## src/rtl/video_out_pkg.sv

```systemverilog
// Shared defaults and helpers for the N-channel bilinear video output blender.
// Optional rounding is selected with VIDEO_OUT_BILINEAR_ROUND_EN (see lane).
package video_out_pkg;

    localparam int CH_DEF      = 3;
    localparam int TAP_W_DEF   = 6;
    localparam int COEFF_W_DEF = 6;
    localparam int OUT_W_DEF   = 8;

    // Half an output LSB for a given right shift; zero when nothing is shifted out.
    function automatic int unsigned round_const(input int shift);
        return (shift > 0) ? (32'd1 << (shift - 1)) : 32'd0;
    endfunction

endpackage

```

## src/rtl/video_out_bilinear_lane.sv

```systemverilog
// One colour channel of the blender: S2 products and S3 sum/round/shift.
// VIDEO_OUT_BILINEAR_ROUND_EN selects round-half-up instead of truncation.
module video_out_bilinear_lane
    import video_out_pkg::*;
#(
    parameter int TAP_W   = TAP_W_DEF,
    parameter int COEFF_W = COEFF_W_DEF,
    parameter int OUT_W   = OUT_W_DEF
) (
    input  logic               clk,
    input  logic               reset_n,
    input  logic               adv_i,
    input  logic               load_i,
    input  logic [TAP_W-1:0]   tap0_i,
    input  logic [TAP_W-1:0]   tap1_i,
    input  logic [COEFF_W:0]   w0_i,
    input  logic [COEFF_W-1:0] w1_i,
    output logic [OUT_W-1:0]   pix_o
);

    localparam int SHIFT = TAP_W + COEFF_W - OUT_W;
    localparam int SUM_W = TAP_W + COEFF_W + 1;

`ifdef VIDEO_OUT_BILINEAR_ROUND_EN
    localparam logic [SUM_W-1:0] RND = SUM_W'(round_const(SHIFT));
`else
    localparam logic [SUM_W-1:0] RND = '0;
`endif

    logic [SUM_W-1:0] prod0_q, prod1_q, prod0_d, prod1_d, sum_d;
    logic [OUT_W-1:0] pix_q, pix_d;

    // NOTE: every always_comb output gets a value on every path, so no latch is inferred.
    always_comb begin
        prod0_d = SUM_W'(tap0_i) * SUM_W'(w0_i);
        prod1_d = SUM_W'(tap1_i) * SUM_W'(w1_i);
        sum_d   = prod0_q + prod1_q + RND;
        pix_d   = OUT_W'(sum_d >> SHIFT);
    end

    // NOTE: state registers use non-blocking assignments so all stages update together.
    always_ff @(posedge clk or negedge reset_n) begin
        if (!reset_n) begin
            prod0_q <= '0;
            prod1_q <= '0;
            pix_q   <= '0;
        end else begin
            if (adv_i) begin
                prod0_q <= prod0_d;
                prod1_q <= prod1_d;
            end
            if (load_i) begin
                pix_q <= pix_d;
            end
        end
    end

    assign pix_o = pix_q;

endmodule

```

## src/rtl/video_out_bilinear_nch.sv

```systemverilog
// Three-stage N-channel bilinear blender: S1 input/weight regs and valid chain here,
// per-channel S2/S3 datapath in lanes. VIDEO_OUT_BILINEAR_ROUND_EN enables rounding.
module video_out_bilinear_nch
    import video_out_pkg::*;
#(
    parameter int CH      = CH_DEF,
    parameter int TAP_W   = TAP_W_DEF,
    parameter int COEFF_W = COEFF_W_DEF,
    parameter int OUT_W   = OUT_W_DEF
) (
    input  logic                  clk,
    input  logic                  reset_n,
    input  logic                  ce,
    input  logic                  flush,
    input  logic                  in_valid,
    input  logic [COEFF_W-1:0]    coeff,
    input  logic [CH*TAP_W-1:0]   tap0,
    input  logic [CH*TAP_W-1:0]   tap1,
    output logic                  out_valid,
    output logic [CH*OUT_W-1:0]   pixel_out
);

    localparam logic [COEFF_W:0] FULL_W = {1'b1, {COEFF_W{1'b0}}};

    logic [CH*TAP_W-1:0] tap0_q, tap1_q;
    logic [COEFF_W:0]    w0_q, w0_d;
    logic [COEFF_W-1:0]  w1_q;
    logic [2:0]          vld_q;
    logic                adv;
    logic                load_out;

    // Flush freezes the data path for the cycle so only the valid bits change.
    assign adv      = ce & ~flush;
    assign load_out = adv & vld_q[1];
    assign w0_d     = FULL_W - {1'b0, coeff};

    // NOTE: data registers are reset too, since pixel_out must read 0 straight out of reset.
    always_ff @(posedge clk or negedge reset_n) begin
        if (!reset_n) begin
            tap0_q <= '0;
            tap1_q <= '0;
            w0_q   <= '0;
            w1_q   <= '0;
            vld_q  <= '0;
        end else begin
            if (flush) begin
                vld_q <= '0;
            end else if (ce) begin
                vld_q <= {vld_q[1:0], in_valid};
            end
            if (adv) begin
                tap0_q <= tap0;
                tap1_q <= tap1;
                w0_q   <= w0_d;
                w1_q   <= coeff;
            end
        end
    end

    assign out_valid = vld_q[2];

    for (genvar k = 0; k < CH; k++) begin : g_lane
        video_out_bilinear_lane #(
            .TAP_W   (TAP_W),
            .COEFF_W (COEFF_W),
            .OUT_W   (OUT_W)
        ) u_lane (
            .clk     (clk),
            .reset_n (reset_n),
            .adv_i   (adv),
            .load_i  (load_out),
            .tap0_i  (tap0_q[k*TAP_W +: TAP_W]),
            .tap1_i  (tap1_q[k*TAP_W +: TAP_W]),
            .w0_i    (w0_q),
            .w1_i    (w1_q),
            .pix_o   (pixel_out[k*OUT_W +: OUT_W])
        );
    end

endmodule
```

## config.mk

```make
export PLATFORM = sky130hd
export DESIGN_NAME = video_out_bilinear_nch
export DESIGN_NICKNAME = d
export VERILOG_FILES = /design/src/rtl/video_out_pkg.sv /design/src/rtl/video_out_bilinear_lane.sv /design/src/rtl/video_out_bilinear_nch.sv
export SDC_FILE = /design/constraint.sdc
export NUM_CORES = 1
export LEC_CHECK = 0
export ABC_AREA = 1
export BUFFER_PORTS_ARGS = -buffer_cell sky130_fd_sc_hd__clkbuf_2
export CAP_MARGIN = 20
export CORE_UTILIZATION = 63
export CTS_BUF_LIST = sky130_fd_sc_hd__clkbuf_2 sky130_fd_sc_hd__clkbuf_4 sky130_fd_sc_hd__clkbuf_8
export CTS_CLUSTER_SIZE = 20
export DETAILED_ROUTE_END_ITERATION = 6
export HOLD_SLACK_MARGIN = 0.05
export MAX_ROUTING_LAYER = met4
export PLACE_DENSITY = 0.84
export SLEW_MARGIN = 20
export SYNTH_ARGS = -nofsm -noshare
export SYNTH_HDL_FRONTEND = slang
export SYNTH_SLANG_ARGS = --single-unit
```

## constraint.sdc

```tcl
create_clock -name clk -period 4.3 [get_ports clk]
set_input_delay 0.43 -clock clk [delete_from_list [all_inputs] [get_ports clk]]
set_output_delay 0.43 -clock clk [all_outputs]
set_load 0.005 [all_outputs]
```

==> results of run 1 <==
worst register-to-register path: cells and delay by family, from the launching register on:
kind / cells / cell delay (ns)
AND/OR/NAND/NOR: 6 / 0.78
AO/OA/AOI/OAI: 1 / 0.11
flip-flops: 1 / 0.98
adder cells (fa/ha/maj): 4 / 1.81
buffers and inverters: 1 / 0.04
state kept, by name (all words and copies together), names as in the netlist:
name,cells
w0_q,7
g_lane.u_lane.prod0_q,36
vld_q,3
w1_q,5
g_lane.u_lane.pix_o,24
tap0_q,18
g_lane.u_lane.prod1_q,36
tap1_q,18
layer usage:
metal	vias to the layer above	share of wire	wire length, um	GRT usage
met5	-	0	0	-
met3	61	0.057	1870	0.0409
met2	382	0.47	15500	0.507
li1	6294	-	-	-
met4	0	0.024	778	0.0976
met1	5890	0.45	14700	0.393
worst paths after layout:
| path | cells past startpoint | to |
|---|---|---|
| max | 12 | g_lane[2].u_lane.prod0_q[8] |
| max reg2reg | 12 | g_lane[2].u_lane.prod0_q[8] |
| min reg2reg | 2 | g_lane[1].u_lane.pix_o[6] |
| min | 3 | tap0_q[11] |
| min in group asynchronous | 2 | tap1_q[9] |
| max in group asynchronous | 3 | g_lane[2].u_lane.prod1_q[8] |
cells by family after synthesis:
logic type | synth area share
buffers and inverters | 0.142
AND/OR/NAND/NOR | 0.279
flip-flops | 0.249
adder cells (fa/ha/maj) | 0.279
AO/OA/AOI/OAI | 0.0397
XOR/XNOR | 0.0107
power groups by stage:
stage | Combinational (mW) | Clock [mW] | Sequential (mW)
floorplan | 2.71 | 0 | 1.95
global placement | 3.28 | 0 | 2.16
detailed placement | 3.41 | 0 | 2.17
CTS | 3.44 | 1.06 | 2.15
global route | 4.03 | 1.13 | 2.20
finish | 3.44 | 1.04 | 2.16
metrics by stage:
step / total power [mW] / std cells
2_1_floorplan: 4.66 / 2097
5_1_grt: 7.35 / 2458
3_3_place_gp: 5.44 / 2425
3_5_place_dp: 5.58 / 2425
6_report: 6.64 / 2458
4_1_cts: 6.65 / 2458
area by class of cell:
class                           count  area, um2  area share
Multi-Input combinational cell   1412       8970       0.573
Sequential cell                   147       3680       0.235
Inverter                          464       1740       0.111
Timing Repair Buffer               90        507      0.0324
Tap cell                          313        392      0.0250
Clock buffer                       18        241      0.0154
Clock inverter                     14        120     0.00767
placed cells by master (no fill, tap or decap), drive strengths merged, types with 3 or more instances in the layout:
master  count
nand2     829
inv       471
ha        151
dfrtp     147
fa        111
nand3      98
clkbuf     88
nor2       55
o21ai      51
a21oi      38
buf        19
nand3b     16
xnor2      12
or2        11
nand4      11
xor2        6
o21bai      6
a31oi       5
clkinv      5
a21boi      3
and2        3
==> qor.txt, run 1 <==
main area contributors after synthesis - dfrtp_1 (25%), nand2_1 (21%), fa_1 (15%)
CP startpoint - w0_q[0]
DRC errors left - 0
Routed Antenna Nets - 0
sw frac - 0.467
initial DRC count - 904
vias per cell - 5.14
syn nets - 2406
slowest cell on the critical path - dfrtp_1
fmax - 0.262 GHz
share of cells above drive strength 1 - 0.0648
r2r setup slk - 0.48 ns
Tcrit/Tclk final - 0.889
crit path cell chain - nand2_1 -> fa_1 -> fa_1 -> fa_1 -> inv_1 -> ha_1 -> nand3_1 -> nand3_1 -> a21oi_1 -> or2_2 -> nand3_1 -> nand2_1
CP max stage delay - 0.98 ns
nets - 2441
Distinct cells, synth - 33
worst relative slew slack - 0.310
cell leakage power - 10.3 nW
Layout Skew - 0.0167 ns
initial antenna violation count - 0
Data arrival, critical path - 4.18 ns
Resize count post-CTS - 0
crit-path max FO - 23
port bufs - 71
TritonCTS Sinks - 147
synthesized area - 0.0148 mm2
switching pwr - 3.10 mW
drt total wl - 32.8 mm
GRT Total Usage - 0.307
Synth async-reset ratio - 1.00
Worst EP required - 4.66 ns
Core Area - 0.0228 mm2
fill count - 1937
Initial Util - 0.648
post-layout instance area - 0.0157 mm2
Critical Path Sink Type - flop
Post-DP Area - 0.0153 mm2
CP Class - reg -> reg
CTS tree - done
num ports - 72
area growth from synthesis to layout - 6.11%
Synth top area share - 0.249
worst slew pin tran - 1.03 ns
Post-synth EDFFs - 0
Flop pwr share - 0.325
most common cell in the netlist - nand2_1
internal power - 3.54 mW
Synth Instances - 2097
routed vias - 12.6k
chip height - 155 um
routed wire length per instance - 13.4 um
ANT cells - 0
sequential element share of the synthesized area - 0.249
Hold Crit Start - tap0[11]
Power per Cell Area - 424 mW/mm2
clock network power share - 0.157
DIE AREA - 0.0240 mm2
Root Buffer - clkbuf_8
YS warnings - 0
Congestion Overflow GR - 0
Final min period - 3.82 ns
setup repair bufs after CTS - 0
Post-DP HPWL - 25.6 mm
Placer Congestion - 0.888
TNS Setup - 0 ns
first-pass GRT wire length - 57.3 mm
IR Drop Worst-Case VDD - 240 uV
register bit total from synthesis - 147
Worst-Skew Late Latency - 0.48 ns
fin worst setup slack - 0.479 ns
Die Wd - 155 um
MaxCap Viol Count - 0
Longest Clk Path Bufs - 2
RSZ-0062 raised after global routing - no
number of global-route vias before repair - 12.5k
TritonRoute pass-1 iters - 5
status - complete, no violations
CP Buf/Inv Count - 1
Top FF cell, synth - dfrtp_1
pin count of the biggest net entering global routing - 101
Fin Hold WS - 0.138 ns
min-delay worst type - in -> reg
Post-CTS Hold Buffers - 1
H-tree lvl count - 4
combinational fraction of design power - 0.518
cell row count - 55
CP Launch Type - flop
final hold vios - 0
clock slew at reported path FFs - 0.10 ns
dpl ws - 0.488 ns
total CTS buffers - 17
dominant cell type by area after synthesis - dfrtp_1
syn avg cell area - 7.04 um2
Final Util - 0.687
Synth top cells by count - nand2_1 (829), inv_1 (462), ha_1 (151), dfrtp_1 (147), fa_1 (111)
RR Startpoint - w0_q[0]
Setup violations, final - 0
Worst path top cell family by delay - adder cells
Slew Limit Fails - 0
No activity file was read; power rests on OpenSTA's default activity.
==> run 2: changes to the inputs <==
--- a/config.mk
+++ b/config.mk
@@ -8,6 +8,7 @@
 export ABC_AREA = 1
 export BUFFER_PORTS_ARGS = -buffer_cell sky130_fd_sc_hd__clkbuf_2
 export CAP_MARGIN = 20
+export CORE_MARGIN = 2
 export CORE_UTILIZATION = 63
 export CTS_BUF_LIST = sky130_fd_sc_hd__clkbuf_2 sky130_fd_sc_hd__clkbuf_4 sky130_fd_sc_hd__clkbuf_8
 export CTS_CLUSTER_SIZE = 20
@@ -15,6 +16,7 @@
 export HOLD_SLACK_MARGIN = 0.05
 export MAX_ROUTING_LAYER = met4
 export PLACE_DENSITY = 0.84
+export SETUP_SLACK_MARGIN = 0.2
 export SLEW_MARGIN = 20
 export SYNTH_ARGS = -nofsm -noshare
 export SYNTH_HDL_FRONTEND = slang
==> run 2 against run 1 <==
- design area decreased by 0.10%
- clock skew increased by 0.0098 ns
- global-route usage decreased by 0.70 points
- largest cell class unchanged
- via count increased by 1.6%
- worst setup slack improved by 0.045 ns
- final cell count decreased by 0.37%
- critical endpoint is now g_lane[0].u_lane.prod0_q[9]
- critical path type unchanged
==> qor.txt, run 2 (same netlist as run 1, synthesis figures left out) <==
Congestion Overflow GR - 0
CP max stage delay - 0.79 ns
hold-critical path endpoint - tap0_q[3]
chip height - 157 um
Core Area - 0.0228 mm2
dpl ws - 0.491 ns
CTS tree - done
slowest cell on the critical path - dfrtp_1
share of cells above drive strength 1 - 0.0618
Flop pwr share - 0.317
IR Drop Worst-Case VDD - 251 uV
Layout Skew - 0.0265 ns
worst slew pin tran - 0.821 ns
r2r setup slk - 0.52 ns
Die Wd - 157 um
DRC errors left - 0
TritonCTS Sinks - 147
switching pwr - 3.10 mW
Placer Congestion - 0.884
initial DRC count - 951
ANT cells - 0
routed vias - 12.8k
number of global-route vias before repair - 12.7k
fin worst setup slack - 0.524 ns
RSZ-0062 raised after global routing - no
Root Buffer - clkbuf_8
routed wire length per instance - 13.7 um
pin count of the biggest net entering global routing - 88
internal power - 3.69 mW
port bufs - 71
Slew Limit Fails - 0
clock network power share - 0.169
Hold Crit Start - tap0[3]
final hold vios - 0
vias per cell - 5.24
drt total wl - 33.5 mm
cell leakage power - 10.3 nW
Longest Clk Path Bufs - 2
Power per Cell Area - 434 mW/mm2
Critical Path Sink Type - flop
sw frac - 0.457
GRT Total Usage - 0.300
first-pass GRT wire length - 57.9 mm
nets - 2433
CP Launch Type - flop
area growth from synthesis to layout - 6.00%
fmax - 0.265 GHz
MaxCap Viol Count - 0
Routed Antenna Nets - 0
Worst R2R End - g_lane[0].u_lane.prod0_q[9]
Setup violations, final - 0
Initial Util - 0.646
commonest non-fill, non-tap cell in the layout - nand2_1
total CTS buffers - 17
Tcrit/Tclk final - 0.878
RR Startpoint - w0_q[2]
CP dominant cell by count - nand2_1
worst relative slew slack - 0.453
num ports - 72
TNS Setup - 0 ns
combinational fraction of design power - 0.513
cell row count - 55
initial antenna violation count - 0
min-delay worst type - in -> reg
crit path cell chain - nand2_1 -> fa_1 -> fa_1 -> fa_1 -> inv_1 -> ha_1 -> nand2_1 -> nand3_1 -> nand2_1 -> o21ai_0 -> nand2_1 -> nand2_1 -> o21ai_0
H-tree lvl count - 4
WHS Path Cells - 3
DIE AREA - 0.0247 mm2
commonest non-fill, non-tap cells in the layout - nand2_1 (829), inv_1 (462), ha_1 (151)
CP Class - reg -> reg
crit-path max FO - 19
Worst EP required - 4.65 ns
clock slew at reported path FFs - 0.10 ns
Worst-Skew Late Latency - 0.48 ns
Worst R2R Path Depth - 13
Post-DP HPWL - 26.1 mm
Power Total - 6.79 mW
Final min period - 3.78 ns
TritonRoute pass-1 iters - 6
Data arrival, critical path - 4.13 ns
status - complete, no violations
## run 2: cell types whose count changed in the layout (fill, tap and decap cells not counted)
cell        delta
clkinvlp_4     -1
dfrtp_2        +2
clkinv_4       +1
buf_4          -8
clkinv_2       +2
bufinv_16      +3
inv_6          -3
inv_8          -3
dfrtp_1        -2
## run 2: metrics by stage
| step | cell area, um2 | utilization | hold WS [ns] | instances |
|---|---|---|---|---|
| floorplan | 14800 | - | 0.134 | 2097 |
| global placement | 15200 | 0.666 | 0.460 | 2417 |
| detailed placement | 15200 | 0.666 | 0.464 | 2417 |
| CTS | 15600 | 0.684 | 0.124 | 2449 |
| global route | 15600 | 0.685 | 0.144 | 2449 |
| finish | 15600 | 0.685 | 0.137 | 2449 |
## run 2: worst max path at each step
stage               startpoint                      endpoint  slack (ns)  cells after the start
floorplan              w1_q[5]  g_lane[0].u_lane.prod1_q[10]        0.79                     16
global placement       w1_q[5]  g_lane[0].u_lane.prod1_q[10]        0.60                     14
detailed placement     w1_q[5]   g_lane[2].u_lane.prod1_q[8]        0.49                     15
CTS                    w1_q[5]   g_lane[2].u_lane.prod1_q[8]        0.48                     15
global route           w0_q[2]   g_lane[0].u_lane.prod0_q[9]        0.23                     13
finish                 w0_q[2]   g_lane[0].u_lane.prod0_q[9]        0.52                     13
## run 2: area by class of cell
type,count,area (um2)
Timing Repair Buffer,82,447
Fill cell,1911,7210
Sequential cell,147,3680
Clock inverter,13,161
Clock buffer,18,241
Tap cell,313,392
Inverter,464,1740
Multi-Input combinational cell,1412,8970
## run 2: critical path: cells and delay by family, from the launching register on
kind | cells | cell delay [ns]
AND/OR/NAND/NOR | 6 | 0.62
flip-flops | 1 | 0.79
buffers and inverters | 1 | 0.04
adder cells (fa/ha/maj) | 4 | 1.83
AO/OA/AOI/OAI | 2 | 0.36
## run 2: power groups by stage
stage          Clock (mW)  Sequential, mW  Combinational [mW]
2_1_floorplan           0            1.95                2.71
3_3_place_gp            0            2.15                3.28
3_5_place_dp            0            2.17                3.43
4_1_cts              1.16            2.14                3.47
5_1_grt              1.22            2.19                4.07
6_report             1.15            2.15                3.48
## run 2: what timing repair did
| action | 4_1_cts | 5_1_grt |
|---|---|---|
| endpoints found under the hold margin | 15 | 0 |
| buffers inserted | 0 | 0 |
| hold buffers | 1 | 0 |
| gates resized for setup | 0 | 2 |
| setup endpoints to repair | 0 | 3 |
## run 2: metal layers
layer  GRT usage  up-vias  share of wire
li1            -     6274              -
met3      0.0441       81          0.064
met1       0.380     5984           0.44
met4       0.101        0          0.025
met5           -        -              0
met2       0.497      488           0.47
